## config.mk

```make
export PLATFORM = sky130hd
export DESIGN_NAME = fib_req_master
export DESIGN_NICKNAME = d
export VERILOG_FILES = /design/src/rtl/fib_req_master.sv
export SDC_FILE = /design/constraint.sdc
export NUM_CORES = 1
export LEC_CHECK = 0
export ABC_AREA = 1
export CORE_AREA = 3 3 120 87
export CTS_CLUSTER_SIZE = 8
export DETAILED_ROUTE_END_ITERATION = 16
export DIE_AREA = 0 0 123 90
export GPL_TIMING_DRIVEN = 0
export MAX_ROUTING_LAYER = met4
export PLACE_DENSITY = 0.67
export REMOVE_ABC_BUFFERS = 1
export SYNTH_ARGS = -nofsm -noshare
export SYNTH_HDL_FRONTEND = slang
export SYNTH_SLANG_ARGS = --single-unit
```

## constraint.sdc

```tcl
create_clock -name clk -period 1.9 [get_ports clk]
set_clock_uncertainty 0.05 [all_clocks]
set_input_delay 0.285 -clock clk [delete_from_list [all_inputs] [get_ports clk]]
set_output_delay 0.285 -clock clk [all_outputs]
set_load 0.005 [all_outputs]
```

## src/rtl/fib_req_master.sv

```systemverilog
// fib_req_master -- initiator side of the Fibonacci engine handshake.
//
// Buffers index requests from a valid/ready stream in a small FIFO. Each
// request becomes one engine transaction: a one-cycle go pulse with n held
// stable. The engine's result/overflow are captured on done and returned on
// a valid/ready response stream tagged with the index that produced them.
//
// Ports:
//   clk, rst            clock; synchronous active-high reset
//   req_valid/req_ready request stream handshake, req_n = Fibonacci index
//   go, n               engine start pulse and index presented to the engine
//   done, result,       engine completion and its payload
//   overflow
//   rsp_valid/rsp_ready response stream handshake
//   rsp_n, rsp_result,  index, captured result, captured overflow flag
//   rsp_overflow
//   rsp_timeout         response was produced by the watchdog, not the engine
//   busy                transaction in flight or requests still queued
//
// Build option: define FIB_REQ_TIMEOUT_EN to add a watchdog that aborts a
// WAIT lasting TIMEOUT_CYCLES cycles. Without it, WAIT waits forever and
// rsp_timeout is constant 0.
`timescale 1ns/1ps
module fib_req_master #(
  parameter int INPUT_WIDTH    = 6,
  parameter int OUTPUT_WIDTH   = 32,
  parameter int FIFO_DEPTH     = 4,
  parameter int TIMEOUT_CYCLES = 255
) (
  input  logic                    clk,
  input  logic                    rst,
  input  logic                    req_valid,
  input  logic [INPUT_WIDTH-1:0]  req_n,
  output logic                    req_ready,
  output logic                    go,
  output logic [INPUT_WIDTH-1:0]  n,
  input  logic                    done,
  input  logic [OUTPUT_WIDTH-1:0] result,
  input  logic                    overflow,
  output logic                    rsp_valid,
  output logic [INPUT_WIDTH-1:0]  rsp_n,
  output logic [OUTPUT_WIDTH-1:0] rsp_result,
  output logic                    rsp_overflow,
  output logic                    rsp_timeout,
  input  logic                    rsp_ready,
  output logic                    busy
);

  localparam int PTR_W = $clog2(FIFO_DEPTH);
  localparam int CNT_W = PTR_W + 1;

  typedef enum logic [1:0] {
    S_IDLE,
    S_ISSUE,
    S_WAIT,
    S_RESP
  } state_t;

  state_t state, state_nxt;

  // ---------------------------------------------------------------------------
  // Request FIFO
  // ---------------------------------------------------------------------------
  logic [INPUT_WIDTH-1:0] mem [FIFO_DEPTH];
  logic [PTR_W-1:0]       wr_ptr, rd_ptr;
  logic [CNT_W-1:0]       count;
  logic                   full, empty, push, pop;

  assign full      = (count == CNT_W'(FIFO_DEPTH));
  assign empty     = (count == '0);
  // Ready is registered fullness only: a pop in the same cycle does not open
  // a slot until the next cycle.
  assign req_ready = !full;
  assign push      = req_valid && !full;
  assign pop       = (state == S_IDLE) && !empty;

  // NOTE: sequential state uses non-blocking assignments so every register
  // samples the pre-edge values of the others, independent of block order.
  always_ff @(posedge clk) begin
    if (rst) begin
      wr_ptr <= '0;
      rd_ptr <= '0;
      count  <= '0;
    end else begin
      // Power-of-two depth: pointers wrap by natural overflow.
      if (push) wr_ptr <= wr_ptr + 1'b1;
      if (pop)  rd_ptr <= rd_ptr + 1'b1;
      case ({push, pop})
        2'b10:   count <= count + 1'b1;
        2'b01:   count <= count - 1'b1;
        default: count <= count;
      endcase
    end
  end

  // NOTE: the storage array is deliberately not reset; count guards every
  // read, so stale contents are never observed and the array can map to RAM.
  always_ff @(posedge clk) begin
    if (push) mem[wr_ptr] <= req_n;
  end

  // ---------------------------------------------------------------------------
  // Optional watchdog
  // ---------------------------------------------------------------------------
  logic timeout_hit;

`ifdef FIB_REQ_TIMEOUT_EN
  localparam int WD_W = $clog2(TIMEOUT_CYCLES + 1);
  logic [WD_W-1:0] wdog;

  // wdog holds (WAIT cycles elapsed - 1), so the abort fires on WAIT cycle
  // number TIMEOUT_CYCLES. done in that same cycle takes priority.
  assign timeout_hit = (state == S_WAIT) && !done &&
                       (wdog == WD_W'(TIMEOUT_CYCLES - 1));

  always_ff @(posedge clk) begin
    if (rst) begin
      wdog        <= '0;
      rsp_timeout <= 1'b0;
    end else begin
      if (state == S_ISSUE)     wdog <= '0;
      else if (state == S_WAIT) wdog <= wdog + 1'b1;

      if ((state == S_WAIT) && done) rsp_timeout <= 1'b0;
      else if (timeout_hit)          rsp_timeout <= 1'b1;
    end
  end
`else
  assign timeout_hit = 1'b0;
  assign rsp_timeout = 1'b0;
`endif

  // ---------------------------------------------------------------------------
  // FSM: state register / next state / outputs
  // ---------------------------------------------------------------------------
  always_ff @(posedge clk) begin
    if (rst) state <= S_IDLE;
    else     state <= state_nxt;
  end

  // NOTE: the default assignment at the top keeps this block purely
  // combinational; a path that left state_nxt unassigned would infer a latch.
  always_comb begin
    state_nxt = state;
    case (state)
      S_IDLE:  if (!empty) state_nxt = S_ISSUE;
      S_ISSUE: state_nxt = S_WAIT;  // done is not looked at here
      S_WAIT:  if (done || timeout_hit) state_nxt = S_RESP;
      S_RESP:  if (rsp_ready) state_nxt = S_IDLE;
      default: state_nxt = S_IDLE;
    endcase
  end

  always_comb begin
    go        = (state == S_ISSUE);
    rsp_valid = (state == S_RESP);
    busy      = (state != S_IDLE) || !empty;
  end

  // ---------------------------------------------------------------------------
  // Datapath: engine index and captured response
  // ---------------------------------------------------------------------------
  always_ff @(posedge clk) begin
    if (rst) begin
      n            <= '0;
      rsp_n        <= '0;
      rsp_result   <= '0;
      rsp_overflow <= 1'b0;
    end else begin
      if (pop) n <= mem[rd_ptr];

      if ((state == S_WAIT) && done) begin
        rsp_n        <= n;
        rsp_result   <= result;
        rsp_overflow <= overflow;
      end else if (timeout_hit) begin
        rsp_n        <= n;
        rsp_result   <= '0;
        rsp_overflow <= 1'b0;
      end
    end
  end

endmodule

```

== Word-level counts from Yosys, hierarchy flattened ==
Memory sizes are Yosys's and may differ from the RTL's. A register that Yosys moved wholly into a read port is not among the register bits.
Cells that the tools add are included.

* ROM bits: 0
* Register bits: 48
* Output and inout bits: 50
* Memories: 1
* RAM bits: 24
* Input bits: 44
* Latch bits: 0

{| class="wikitable"
|+ Memories
! memory !! depth !! width !! rd ports !! clocked after Yosys merged registers in !! wr ports !! RTL line !! source
|-
| mem || 4 || 6 || 1 || 1 || 1 || 64 || <nowiki>logic [INPUT_WIDTH-1:0] mem [FIFO_DEPTH];</nowiki>
|}

* Divide/modulo/power cells: 0
* Muxes and demuxes: 7
* Equality and inequality tests: 9
* Shifts and indexed selects: 0
* Bitwise operators: 0
* $lt $le $gt $ge: 0
* Add/sub/neg operators: 4
* Multipliers: 0
* Reduce and logical (&&, ||, !) cells: 11

{| class="wikitable"
|+ Operators with widths
! operator !! count
|-
| $pmux 2 s4 || 1
|-
| $eq 2x2->1 const B || 3
|-
| $mux 2 || 3
|-
| $pmux 3 s2 || 1
|-
| $add 2x1->2 const B || 2
|-
| $eq 2x1->1 const B || 2
|-
| $ne 2x2->1 const B || 2
|-
| $reduce_bool 2->1 || 2
|-
| $add 3x1->3 const B || 1
|-
| $eq 3x3->1 const B || 1
|-
| $logic_and 1x1->1 || 3
|-
| $logic_not 3->1 || 1
|-
| $reduce_and 3->1 || 1
|-
| $sub 3x1->3 const B || 1
|-
| $logic_not 1->1 || 2
|-
| $logic_not 2->1 || 1
|-
| $mux 1 || 2
|-
| $ne 2x1->1 const B || 1
|-
| $logic_or 1x1->1 || 1
|}

== Longest topological paths before layout ==
Gate-level depths: netlist (run 1).

* Depth in word-level cells: 5
* Mapped depth: 13

== Worst setup path before layout (run 1) ==
No wires, ideal clock.

* Path kind: register to register
* From: register state[0]
* To: register count[2]
* Cell stages (with the launch flop): 14
* Path slack: 70 ps
* Path buffers: 0
* Arrival: 1667 ps
* Cells stage by stage: dfxtp_1 > inv_1 > ha_1 > nand2_4 > inv_1 > ha_1 > inv_1 > fa_1 > inv_1 > nand2_1 > nand3_1 > nand2_1 > nand2_1 > nor2_1

* Word-level cells in the longest chain between the ends: 4
* Elaborated cells between the ends (all ways): 6
* Those cells by class: eq/ne (2); mux (1); reduce/logical (3)

{| class="wikitable"
|+ RTL lines
! element !! RTL line !! source
|-
| from (decl) || 59 || <nowiki>state_t state, state_nxt;</nowiki>
|-
| from (signal assigned) || 138 || <nowiki>else state <= state_nxt;</nowiki>
|-
| $logic_not 2->1 (*) || 75 || <nowiki>assign pop = (state == S_IDLE) && !empty;</nowiki>
|-
| $logic_and 1x1->1 (*) || 75 ||
|-
| net pop || 67 || <nowiki>logic full, empty, push, pop;</nowiki>
|-
| $eq 2x1->1 or $eq 2x2->1 (tied branches) || 88 || <nowiki>case ({push, pop})</nowiki>
|-
| $pmux 3 s2 or $reduce_bool 2->1 (tied branches) || n/a ||
|-
| to (signal assigned) || 89 || <nowiki>2'b10: count <= count + 1'b1;</nowiki>
|-
| to (signal assigned) || 90 || <nowiki>2'b01: count <= count - 1'b1;</nowiki>
|-
| to (signal assigned) || 91 || <nowiki>default: count <= count;</nowiki>
|-
| to (decl) || 66 || <nowiki>logic [CNT_W-1:0] count;</nowiki>
|}

Mark *: on every way through the listed nets, which the timed path passes. The rest lies on a longest branch.
A chain may end at the register's enable or synchronous reset.

== Final worst setup path (run 1) ==
* From: register count[0]
* To: register count[2]

* Word-level cells in the longest chain between the ends: 5
* Elaborated cells between the ends (all ways): 12
* Those cells by class: add/sub (2); eq/ne (3); mux (1); reduce/logical (6)

{| class="wikitable"
|+ RTL lines
! element !! RTL line
|-
| $eq 3x3->1 or $logic_not 3->1 (tied branches) || 69, 70
|-
| $logic_not 1->1 (on tied branches) || 74, 75
|-
| $logic_and 1x1->1 (on tied branches) || 74, 75
|-
| $eq 2x1->1 or $eq 2x2->1 (tied branches) || 88
|-
| $pmux 3 s2 or $reduce_bool 2->1 (tied branches) || n/a
|}

Parallel ways exist; a longest one is shown, timed or not.

==> flow_summary.ini, run 1 <==
[outcome]
outcome = complete, no violations

[flow_run]
drv_cap = 0

[floorplanning]
placeableCoreArea_um2 = 9180
dieArea_um2 = 11100
std_cell_rows = 29
die_w_um = 123
initial_core_util = 0.355
fp.dieH_um = 90
top_level_ports = 94

[worst_setup_path]
r2r_cells = 12
worstReg2RegStart = count[0]
rr_endpoint = count[2]
worst-setup-path-type = flip-flop to flip-flop
critPathRequiredTime_ps = 2080
timing.critical_path.from_type = flip-flop
setup.worst_path.start = count[0]
r2r_slack_ps = 40
critical_path_peak_fanout = 5
data_arrival_time_at_the_worst_slack_endpoint_ps = 2040
crit_path_end_kind = flip-flop

[detailed_routing]
drtIter0Drc = 155
route.detailed.vias_per_inst = 4.48
first_pass_iters = 5
detail_route.wl_per_cell_um = 13.1
route.detailed.drc = 0
ant_nets = 0
wirelength_mm = 7.94
route.vias.total = 2723

[layout]
final_core_utilization = 0.509
syn_to_final_growth_pct = 43.5
multiInputGateArea_um2 = 1200
layout.filler_cells = 839
final_design_area_no_fill_um2 = 4670
num_antenna_cells = 0
layout.nets = 534
ff_latch_area_um2 = 1810
final_layout_size_suffix_gt1_frac = 0.105

[cts]
cts_sinks = 78
h-tree-depth = 3
root_buffer = clkbuf_16
tritoncts = yes
number_of_buffers_inserted_during_clock_tree_synthesis = 9
clk_path_buf_depth = 2
post_cts_hold_buffer_count = 0
clock_latency_ps = 330
clkTransAtPathRegs_ps = 60

[placement]
globalplace.congestion = 0.728
placed_area_um2 = 4220
hpwl_mm = 5.12
port_buffers = 92
post-place-ws_ps = -536

[logic_synthesis]
yosys_warnings = 0
synth.top_cell.area_share = 0.332
synthArstFlopShare = 0
count_of_different_cell_masters_after_synthesis = 25
post_synth_instance_area_um2 = 3250
seq_area_frac_synth = 0.554
synth.avg_cell_area_um2 = 8.43
synth_area_leaders = dfxtp_1, edfxtp_1, nor2_1, nand2_1, o21ai_0
cells_after_synth = 386
yosysTopAreaCell = dfxtp_1
ys_seq_elements = 78
yosys.cell_count.top_type = nor2_1
synth_common_cells = nor2_1, dfxtp_1, nand2_1, inv_1, o21ai_0
number_of_synthesized_flops_with_an_enable_pin = 24
main_flop_type_after_synthesis = dfxtp_1

[pwr]
power_density_nw_per_um2 = 1340
power.leakage_uw = 0.00191
ir_drop_uv = 915
design_power_total_uw = 6240

[sta]
setup_violations = 0
timing.final.crit_share = 0.979
setup_slack_ps = 39.6
max_slew.worst_pin.slew_ps = 648
timing.fmax_mhz = 538
setup_total_negative_slack_ps = 0
finalHoldViolations = 0
final_critical_delay_including_setup_and_external_delays_ps = 1860
report.final.slew_viol_count = 0
timing.max_slew.rel_slack = 0.566

[grt]
grt_residual_overflow = 0
grt_usage = 0.145
grt_pass1_vias = 2469
grt_first_pass_wirelength_mm = 12.4
antenna_violations_before_repair = 0
grt_max_degree = 52

[min_path]
min_path_cells = 1
holdCritPathClass = flip-flop to flip-flop
holdPathEnd = count[0]
hp-start = count[0]
sequential cells by signal, indices dropped and copies added, names as in the netlist, 2 cells and up:
register / flops
n: 6
state: 2
mem: 24
wr_ptr: 2
rsp_n: 6
count: 3
rd_ptr: 2
rsp_result: 32
area by class of cell:
cell class | instances | area share
Multi-Input combinational cell | 238 | 0.256
Clock inverter | 7 | 0.0209
Timing Repair Buffer | 98 | 0.207
Clock buffer | 9 | 0.0482
Timing Repair inverter | 1 | 0.00161
Inverter | 53 | 0.0455
Sequential cell | 78 | 0.388
Tap cell | 124 | 0.0332
logic make-up after synthesis:
group / Yosys count / share of synthesized area
buffers and inverters: 70 / 0.0938
AND/OR/NAND/NOR: 171 / 0.220
other: 1 / 0.00115
flip-flops: 78 / 0.554
adder cells (fa/ha/maj): 11 / 0.0446
AO/OA/AOI/OAI: 55 / 0.0869
worst max-delay path, stage by stage (launching register included):
cell and delay [ps]:
dfxtp_4 360, nor2_4 180, nand2_4 90, nand2_4 100
ha_2 180, inv_1 60, fa_2 340, inv_1 60
nand2_1 70, nand3_2 90, nand2_1 70, nand2_1 60
nor2_1 50
through the flow:
step           std cells  hold slack [ps]
4_1_cts              605              430
6_report             608              420
3_5_place_dp         585              419
3_3_place_gp         585              409
5_1_grt              608              440
2_1_floorplan        369              297
placed cells by master (no fill, tap or decap), drive strengths merged, types with 10 or more instances in the layout:
master and count:
o21ai 42, edfxtp 24, dfxtp 54, clkdlybuf4s50 91, nor2 90, nand2 62, nand3 19, inv 53
a21oi 13, ha 10
where the power goes:
group / internal (uW) / switching, uW / total (uW)
clock: 1150 / 678 / 1830
combinational: 992 / 1130 / 2120
sequential: 2040 / 236 / 2280
worst max-delay path by stage:
stage	endpoint	slack, ps
after floorplan	count[2]	-5
after global placement	rsp_n[0]	-490
after detailed placement	rsp_n[4]	-540
after CTS	count[2]	10
after global routing	count[2]	-60
final	count[2]	40
repair_timing:
| action | CTS | global route |
|---|---|---|
| gates cloned | 0 | 1 |
| pin swaps | 3 | 3 |
| endpoints found under the setup margin | 46 | 48 |
| buffers inserted | 4 | 2 |
| gates resized for setup | 14 | 11 |
layer usage:
layer / vias to the layer above / routed length, um / track usage
li1: 1392 / - / -
met5: - / 0 / -
met2: 72 / 3500 / 0.213
met4: 0 / 80 / 0.0442
met3: 8 / 459 / 0.0420
met1: 1251 / 3900 / 0.193
Power figures use the tool's default switching activity.
==> run 2: changes to the inputs <==
--- a/config.mk
+++ b/config.mk
@@ -6,10 +6,10 @@
 export NUM_CORES = 1
 export LEC_CHECK = 0
 export ABC_AREA = 1
-export CORE_AREA = 3 3 120 87
+export CORE_AREA = 2 2 119 86
 export CTS_CLUSTER_SIZE = 8
 export DETAILED_ROUTE_END_ITERATION = 16
-export DIE_AREA = 0 0 123 90
+export DIE_AREA = 0 0 121 88
 export GPL_TIMING_DRIVEN = 0
 export MAX_ROUTING_LAYER = met4
 export PLACE_DENSITY = 0.67
==> flow_summary.ini, run 2 (synthesized netlist as in run 1, its figures left out) <==
[outcome]
outcome = complete, no violations

[placement]
dpl.cell_count = 589
hpwl_mm = 5.08
post-place-ws_ps = -467
globalplace.congestion = 0.748
port_buffers = 92
placed_area_um2 = 4230

[flow_run]
drv_cap = 0

[layout]
final_layout_size_suffix_gt1_frac = 0.103
syn_to_final_growth_pct = 43.5
largest_reg_flops = 32
reg.largest.list = rsp_result: 32 flops, mem: 24 flops
mostFrequentLayoutCells = clkdlybuf4s50_1, nor2_1, nand2_1
layout.nets = 534
finalNonFillerCells = 612
num_antenna_cells = 0
final_design_area_no_fill_um2 = 4670
final_core_utilization = 0.492
max_flop_register = rsp_result
leading_cell_type_in_the_layout_fill_and_taps_excluded = clkdlybuf4s50_1
layout.filler_cells = 880

[sta]
timing.fmax_mhz = 543
timing.final.crit_share = 0.969
setup_total_negative_slack_ps = 0
finalHoldViolations = 0
setup_violations = 0
setup_slack_ps = 59.0
final_critical_delay_including_setup_and_external_delays_ps = 1840
max_slew.worst_pin.slew_ps = 655
report.final.slew_viol_count = 0
timing.max_slew.rel_slack = 0.562

[pwr]
power.sequential.fraction = 0.368
power.leakage_uw = 0.00191
power_density_nw_per_um2 = 1320
p_clk_frac = 0.282
ir_drop_uv = 729
switching_power_uw = 1990
sw_frac_of_total = 0.322
power.share.combinational = 0.350
int_pwr_uw = 4180

[worst_setup_path]
worstPathCellList = inv_2 -> buf_4 -> ha_1 -> clkdlybuf4s50_1
worst-setup-path-type = flip-flop to primary output
data_arrival_time_at_the_worst_slack_endpoint_ps = 1510
timing.critical_path.from_type = flip-flop
critical_path_peak_fanout = 4
critPathRequiredTime_ps = 1560
crit_path_end_kind = primary output
worst_path_largest_cell_delay_ps = 450
slowest_stage = clkdlybuf4s50_1

[cts]
root_buffer = clkbuf_16
cts_sinks = 78
number_of_buffers_inserted_during_clock_tree_synthesis = 9
post_cts_hold_buffer_count = 0
h-tree-depth = 3
clock_latency_ps = 330
clkTransAtPathRegs_ps = 50
tritoncts = yes
clk_path_buf_depth = 2

[floorplanning]
fp.dieH_um = 88
dieArea_um2 = 10600
die_w_um = 121
placeableCoreArea_um2 = 9500
std_cell_rows = 30
top_level_ports = 94
initial_core_util = 0.343

[detailed_routing]
route.detailed.drc = 0
wirelength_mm = 7.72
route.vias.total = 2726
drtIter0Drc = 144
detail_route.wl_per_cell_um = 12.6
ant_nets = 0
route.detailed.vias_per_inst = 4.45
first_pass_iters = 4

[grt]
grt_pass1_vias = 2560
antenna_violations_before_repair = 0
grt_first_pass_wirelength_mm = 12.2
grt_max_degree = 52
grt_residual_overflow = 0
grt_usage = 0.153

[min_path]
holdCritPathClass = flip-flop to flip-flop
==> run 2: worst max-delay path: cells and delay by family (launching register included) <==
family / cells / cell delay (ps)
buf+inv: 3 / 650
flops: 1 / 360
fa+ha+maj: 1 / 180
==> run 2: area by class of cell <==
class,count,area [um^2],area share
clock inverter,3,40.0,0.00857
multi-input combinational,238,1210,0.259
timing repair inverter,1,7.51,0.00161
tap,128,160,0.0343
clock buffer,13,272,0.0581
timing repair buffer,98,965,0.207
inverter,53,210,0.0450
sequential,78,1810,0.387
==> run 2: metrics by stage <==
step           hold slack (ps)  power (uW)
2_1_floorplan              297        3370
4_1_cts                    432        6130
3_3_place_gp               409        4150
3_5_place_dp               414        4220
6_report                   428        6170
5_1_grt                    456        6640
==> run 2: worst paths after layout <==
kind	to	slack [ps]	startpoint	cells after the start
setup / recovery	go	60	state[1]	4
hold / removal	rsp_result[30]	430	rsp_result[30]	2
setup reg to reg	count[2]	120	count[1]	12
hold reg to reg	rsp_result[30]	430	rsp_result[30]	2
==> run 2: timing repair <==
action | CTS | global route
pin swaps | 5 | 3
cloned | 0 | 1
setup endpoints to repair | 45 | 38
setup buffers | 5 | 1
gates resized for setup | 13 | 11
==> run 2: routing by layer <==
layer,vias to the layer above,wire [um],global-route usage
met1,1253,3700,0.190
met5,-,0,-
met4,0,98,0.0592
li1,1385,-,-
met2,77,3500,0.236
met3,11,419,0.0449
==> run 2: power groups by stage <==
stage | logic, uW | registers [uW] | clock network (uW)
finish | 2160 | 2270 | 1740
global route | 2460 | 2310 | 1860
CTS | 2070 | 2270 | 1790
detailed placement | 1930 | 2290 | 0
global placement | 1870 | 2280 | 0
floorplan | 1110 | 2260 | 0
